[src/rtl/vga_capture.sv]
// vga_capture: recovers h/v position from HS/VS falls and writes one W x H window of a frame to RAM
module vga_capture #(
  parameter int H_START = 160,
  parameter int V_START = 45,
  parameter int W       = 164,
  parameter int H       = 200
) (
  input  logic        clk,
  input  logic        rst_n,
  input  logic        pix_ce,
  input  logic        vga_hs,
  input  logic        vga_vs,
  input  logic [7:0]  vga_rgb,
  input  logic        cap_start,
  output logic        busy,
  output logic        wr_en,
  output logic [15:0] wr_addr,
  output logic [7:0]  wr_data,
  output logic        frame_done,
  output logic        frame_err
);
  localparam logic [10:0] H_LO = 11'(H_START);
  localparam logic [10:0] H_HI = 11'(H_START + W);
  localparam logic [10:0] V_LO = 11'(V_START);
  localparam logic [10:0] V_HI = 11'(V_START + H);
  localparam logic [15:0] LAST = 16'(W * H - 1);
  typedef enum logic [1:0] {IDLE, ARM, CAPTURE} state_t;
  state_t      state_q;
  logic        hs_p_q, vs_p_q, busy_q, wr_en_q, frame_done_q, frame_err_q;
  logic [9:0]  h_cnt_q, v_cnt_q;
  logic [15:0] wr_addr_q;
  logic [7:0]  wr_data_q;
  logic        hs_fall, vs_fall, in_win, last;
  logic [9:0]  h_inc, v_inc, h_now, v_now, col, row;
  logic [15:0] addr;
  always_comb begin
    hs_fall = !vga_hs && hs_p_q;
    vs_fall = !vga_vs && vs_p_q;
    h_inc   = &h_cnt_q ? h_cnt_q : h_cnt_q + 10'd1;
    v_inc   = &v_cnt_q ? v_cnt_q : v_cnt_q + 10'd1;
    h_now   = hs_fall ? 10'd0 : h_inc;
    v_now   = vs_fall ? 10'd0 : hs_fall ? v_inc : v_cnt_q;
    in_win  = {1'b0, h_now} >= H_LO && {1'b0, h_now} < H_HI &&
              {1'b0, v_now} >= V_LO && {1'b0, v_now} < V_HI;
    col     = h_now - 10'(H_START);
    row     = v_now - 10'(V_START);
    addr    = 16'(row) * 16'(W) + 16'(col);
    last    = addr == LAST;
  end
  always_ff @(posedge clk or negedge rst_n) begin
    if (!rst_n) begin
      state_q      <= IDLE;
      hs_p_q       <= 1'b1;
      vs_p_q       <= 1'b1;
      h_cnt_q      <= '0;
      v_cnt_q      <= '0;
      busy_q       <= 1'b0;
      wr_en_q      <= 1'b0;
      wr_addr_q    <= '0;
      wr_data_q    <= '0;
      frame_done_q <= 1'b0;
      frame_err_q  <= 1'b0;
    end else begin
      wr_en_q      <= 1'b0;
      frame_done_q <= 1'b0;
      frame_err_q  <= 1'b0;
      busy_q       <= state_q != IDLE || (cap_start && !busy_q);
      if (pix_ce) begin
        hs_p_q  <= vga_hs;
        vs_p_q  <= vga_vs;
        h_cnt_q <= h_now;
        v_cnt_q <= v_now;
      end
      case (state_q)
        IDLE: if (cap_start && !busy_q) state_q <= ARM;
        ARM: if (pix_ce && vs_fall) state_q <= CAPTURE;
        CAPTURE: if (pix_ce) begin
          frame_err_q <= vs_fall;
          if (in_win) begin
            wr_en_q      <= 1'b1;
            wr_addr_q    <= addr;
            wr_data_q    <= vga_rgb;
            frame_done_q <= last;
            if (last) state_q <= IDLE;
          end
        end
        default: state_q <= IDLE;
      endcase
    end
  end
  assign busy       = busy_q;
  assign wr_en      = wr_en_q;
  assign wr_addr    = wr_addr_q;
  assign wr_data    = wr_data_q;
  assign frame_done = frame_done_q;
  assign frame_err  = frame_err_q;
endmodule

[config.mk]
export PLATFORM = sky130hd
export DESIGN_NAME = vga_capture
export DESIGN_NICKNAME = d
export VERILOG_FILES = /design/src/rtl/vga_capture.sv
export SDC_FILE = /design/constraint.sdc
export NUM_CORES = 1
export LEC_CHECK = 0
export CAP_MARGIN = 20
export CORE_MARGIN = 2
export CORE_UTILIZATION = 50
export CTS_CLUSTER_SIZE = 16
export DETAILED_ROUTE_END_ITERATION = 7
export PLACE_DENSITY = 0.68
export SLEW_MARGIN = 20
export SYNTH_ARGS = -nofsm -noshare
export SYNTH_HDL_FRONTEND = slang
export SYNTH_SLANG_ARGS = --single-unit
[constraint.sdc]
create_clock -name clk -period 11.05 [get_ports clk]
set_input_delay 2.21 -clock clk [delete_from_list [all_inputs] [get_ports clk]]
set_output_delay 2.21 -clock clk [all_outputs]
set_load 0.05 [all_outputs]
* Yosys cells after proc, flatten, opt, wreduce, memory -nomap -nowiden
Cells that the tools add are included.
Storage, ports and cells: register bits after elaboration 52, bits in latches 0, memory bits (writable) 0, memory bits (read-only) 0, output and inout bits 28, word-level logic and storage cells 65, memories 0
Operators by class: add/sub/neg operators 5, multipliers 1, div/mod/pow operators 0, order comparisons 4, eq/ne operators 8, shift operators 0, mux-type cells 19, bitwise gates (word level) 0, reduce and logical (&&, ||, !) cells 17
Operators by type and width (number):
- two-way mux 10 bit | 5
- adder 10 x 1 -> 10 bit (second input constant) | 2
- AND reduction 10 bit | 2
- adder 16 x 10 -> 16 bit | 1
- equality test 16 bit (second input constant) | 1
- multiplier 10 x 6 -> 14 bit (second input constant) | 1
- greater-or-equal comparator 10 x 6 -> 1 bit (second input constant) | 1
- greater-or-equal comparator 10 x 8 -> 1 bit (second input constant) | 1
- < comparator 10 x 8 -> 1 bit (second input constant) | 1
- < comparator 10 x 9 -> 1 bit (second input constant) | 1
- two-way mux 2 bit | 5
- inequality test 2 bit (second input constant) | 5
- subtractor 10 x 6 -> 10 bit (second input constant) | 1
- subtractor 10 x 8 -> 10 bit (second input constant) | 1
- two-way mux 1 bit | 8
- logical AND 1 bit | 7
- one-hot mux 2 bit (3 select lines) | 1
- AND reduction 5 bit | 1
- logical NOT 1 bit | 3
- AND reduction 3 bit | 1
- equality test 2 x 1 -> 1 bit (second input constant) | 1
- equality test 2 bit (second input constant) | 1
- logical NOT 2 bit | 1
- nonzero test 2 bit | 1
- logical OR 1 bit | 1

* Longest topological paths before layout
word-level depth 12, mapped depth 28

* Worst setup path before layout
No wires, ideal clock.
kind input to register, from in vga_hs, to reg state_q[1], setup time 0.122 ns, arrival time 7.079 ns, required time 10.928 ns, path slack 3.850 ns, stages 27, cell sequence nor2b_1 > buf_2 > clkbuf_1 > nand3_1 > a21oi_1 > inv_1 > ha_1 > nor2_1 > o21a_1 > xnor2_1 > inv_1 > fa_1 > inv_1 > ha_1 > inv_1 > fa_1 > inv_1 > ha_1 > or2_2 > a21oi_1 > nor3_1 > nand4_1 > nor3b_1 > xnor2_1 > and4_1 > nand4b_1 > o2bb2ai_1
Between the ends: word-level cells in the longest chain between the ends 10
RTL lines:
- start: declaration | line 11 | input logic vga_hs,
- logical NOT 1 bit * | line 37 | hs_fall = !vga_hs && hs_p_q;
- logical AND 1 bit * | line 37
- two-way mux 10 bit (2 in series) | line 42 | v_now = vs_fall ? 10'd0 : hs_fall ? v_inc : v_cnt_q;
- subtractor 10 x 6 -> 10 bit | line 46 | row = v_now - 10'(V_START);
- multiplier 10 x 6 -> 14 bit | line 47 | addr = 16'(row) * 16'(W) + 16'(col);
- adder 16 x 10 -> 16 bit | line 47
- equality test 16 bit | line 48 | last = addr == LAST;
- inequality test 2 bit (no line)
- AND reduction 5 bit (no line) *
- end signal: assignment | line 52 | state_q <= IDLE;
- end signal: assignment | line 75 | IDLE: if (cap_start && !busy_q) state_q <= ARM;
- end signal: assignment | line 76 | ARM: if (pix_ce && vs_fall) state_q <= CAPTURE;
- end: declaration | line 28 | state_t state_q;
Every way passes the cells marked *; elsewhere a longest branch is shown, timed or not. A chain may end at the register's enable or synchronous reset.

* Final worst setup path
from in vga_vs, to reg state_q[1]
Between the ends: word-level cells in the longest chain between the ends 9
RTL lines:
- start: declaration | line 12 | input logic vga_vs,
- logical NOT 1 bit * | line 38 | vs_fall = !vga_vs && vs_p_q;
- logical AND 1 bit * | line 38
- two-way mux 10 bit * | line 42
- via v_now[0] | line 34 | logic [9:0] h_inc, v_inc, h_now, v_now, col, row;
- subtractor 10 x 6 -> 10 bit | line 46
- multiplier 10 x 6 -> 14 bit | line 47
- adder 16 x 10 -> 16 bit | line 47
- equality test 16 bit | line 48
- inequality test 2 bit (no line)
- AND reduction 5 bit (no line) *
Mark *: on every way through the listed nets, which the timed path passes. The rest lies on a longest branch.

==> results.toml <==
[run_status]
status = "complete, no violations"

[worst_setup_path]
worstPathCellList = "clkdlybuf4s50_1, nor2b_1, nor2_1, inv_1, ha_1, nor2_1, o21a_1, xnor2_1, inv_1, fa_1, inv_1, ha_1, inv_1, fa_1, inv_1, ha_1, or3_1, a311oi_1, nor3b_1, xnor2_1, and4_1, nand4b_1, o2bb2ai_1"
crit_path_start_kind = "input pin"
path_max_fanout = 10
crit_arrival_ns = 8.10
endpoint_kind = "flip-flop"
critPathKind = "input pin to flip-flop"
crit_family = "simple AND/OR/NAND/NOR gates"
rrSetupSlack_ns = 4.90
cp_slowest_cell = "nor2b_1"
path_buf_inv = 6
required_ns = 11.26
cp_common_cell = "inv_1"
critPathMaxStageDelay_ns = 0.73

[yosys]
synth-edff-count = 0
avgSynthCellArea_um2 = 9.71
synth-seq-area-share_pct = 30.2
netlist_instances = 444
async_flop_share_pct = 100
synthFlopType = "dfrtp_1"
synth_nets = 508
syn-cell-area_um2 = 4310
yosys_warnings = 0
ys_ff_latch = 52
ys_types = 68

[die]
initial_core_util_pct = 52.0
pin_count = 42
die_x_um = 96.9
dieHeight_um = 96.9
die-area_um2 = 9380
coreArea_um2 = 8300
rows = 33

[finish]
drive_gt1_share_pct = 9.41
multi_input_area_um2 = 2780
design_area_um2 = 4870
synthToLayoutAreaGrowth_pct = 12.9
instances_no_fill = 583
diodes = 0
nets = 541
layout.area.seq_um2 = 1300
post-route-util_pct = 58.7
fill_cells = 715

[global_routing]
grt_max_degree = 53
grt_pass1_vias = 3265
antenna_found_initial = 0
grt_pass1_wl_mm = 16.0
grtUsageTotal_pct = 20.3
grt_overflow_total = 0

[power]
p_leak_nw = 2.20
peakVddDrop_v = 0.000203
power_mw = 1.34
p_per_area_nw_per_um2 = 276

[placement]
routabilityCongestion = 0.820
portBuffers = 41
placed_area_um2 = 4780
dpl.hpwl_mm = 7.30
pre_cts_ws_ns = 2.82
dp.cells = 575

[flow_run]
cap_violations = 0

[routing]
vias = 3395
post_drt_wl_per_cell_um = 16.2
ant_nets = 0
wl_mm = 9.45
drcViolationCount = 0
dr.pass1.iters = 4
initialDrtViolationCount = 160
vias_per_cell = 5.82

[cts]
cts.sinks = 52
clkLatencyLatePin_ns = 0.32
post-cts-setup-buffer-count = 0
clockRootBuffer = "clkbuf_8"
cts-htree-levels = 2
cts.path.max_buffers = 2
cts_hold_buf = 0
cts-resized-gates = 0
clk_pin_slew_ns = 0.10
cts_buffers = 5
cts_tree = "built"

[sta]
skew_ns = 0.00621
relSlewSlack_pct = 37.8
max_slew.worst_pin.slew_ns = 0.931
timing.fmax_ghz = 0.127
hold_viol_final = 0
finalSetupTns_ns = 0
layout_worst_path_cycle_share_pct = 71.4
setup_violations = 0
timing.final.crit_period_ns = 7.89
final.setup.worst_slack_ns = 3.16
holdWs_ns = 0.492
rsz0062_at_grt = "false"
maxSlewViolCount = 0

[hold_path]
hp-class = "flip-flop to flip-flop"
==> synthesized netlist by cell type, types with 10 or more instances <==
master   number  area share [%]
nand4_1      10             1.5
a21oi_1      21             2.4
dfrtp_1      50              29
inv_1        35             3.0
mux2_2       15             3.9
ha_1         44              13
mux2_1       17             4.4
nand2_1      23             2.0
o21ai_0      12             1.4
xnor2_1      23             4.7
nor3_1       11             1.3
nor2_1       23             2.0
==> flip-flops by register name (all words and copies together), names as in the netlist <==
signal	flops
frame_err	1
wr_en	1
hs_p_q	1
wr_addr	16
h_cnt_q	10
busy	1
v_cnt_q	10
wr_data	8
frame_done	1
state_q	2
vs_p_q	1
==> power by group <==
group	switching [mW]	internal, mW	leakage, nW
clock network	0.0715	0.0466	0.0462
logic	0.561	0.438	1.45
registers	0.0199	0.205	0.708
total	0.653	0.690	2.20
==> cells in the final DEF (no fill, tap or decap), drive strengths merged, types with 10 or more instances in the layout <==
| master | n |
|---|---|
| o21ai | 17 |
| xor2 | 10 |
| nand4 | 12 |
| nor2 | 24 |
| nand2 | 23 |
| mux2 | 33 |
| a21oi | 21 |
| nor3 | 12 |
| ha | 44 |
| clkdlybuf4s50 | 40 |
| xnor2 | 23 |
| inv | 37 |
| dfrtp | 50 |
==> final timing paths <==
| kind | startpoint | end | cells after the start |
|---|---|---|---|
| max | vga_vs | state_q[1] | 23 |
| max in group asynchronous | rst_n | v_cnt_q[3] | 2 |
| max reg2reg | v_cnt_q[0] | state_q[1] | 24 |
| min reg2reg | wr_addr[11] | wr_addr[11] | 1 |
| min in group asynchronous | rst_n | wr_data[1] | 2 |
| min | wr_addr[11] | wr_addr[11] | 1 |
==> worst reg2reg max path: cells and delay by family (launching register included) <==
| kind | cells | cell delay (ns) |
|---|---|---|
| buffers and inverters | 3 | 0.24 |
| adders and majority gates | 6 | 1.99 |
| AOI/OAI and AO/OA | 3 | 0.70 |
| and+or+nand+nor | 8 | 1.91 |
| DFF | 1 | 0.44 |
| xor gates and xnor gates | 4 | 0.75 |
==> metal layers <==
layer,vias up,GRT usage [%],share of wire [%]
li1,1678,-,-
met1,1630,29.0,47
met2,77,32.8,48
met3,10,2.89,4.3
met4,0,4.66,1.1
met5,-,0,0
==> area by class of cell <==
class                      count  area share, %
multi-input combinational    339           57.2
timing repair buffer          44           8.79
clock buffer                   6           1.49
inverter                      35           2.70
tap                          105           2.70
clock inverter                 2          0.360
sequential                    52           26.8
==> cell families (layout without fill, tap and decap cells) <==
kind of cell,after synthesis,count (layout),share of synthesized area (%)
adders and majority gates,50,50,15.6
xor gates and xnor gates,34,34,7.40
AOI/OAI and AO/OA,93,93,15.6
muxes,38,38,9.87
buffers and inverters,53,87,5.19
DFF,52,52,30.2
and+or+nand+nor,124,124,16.2
(Power assumes the default switching activity.)
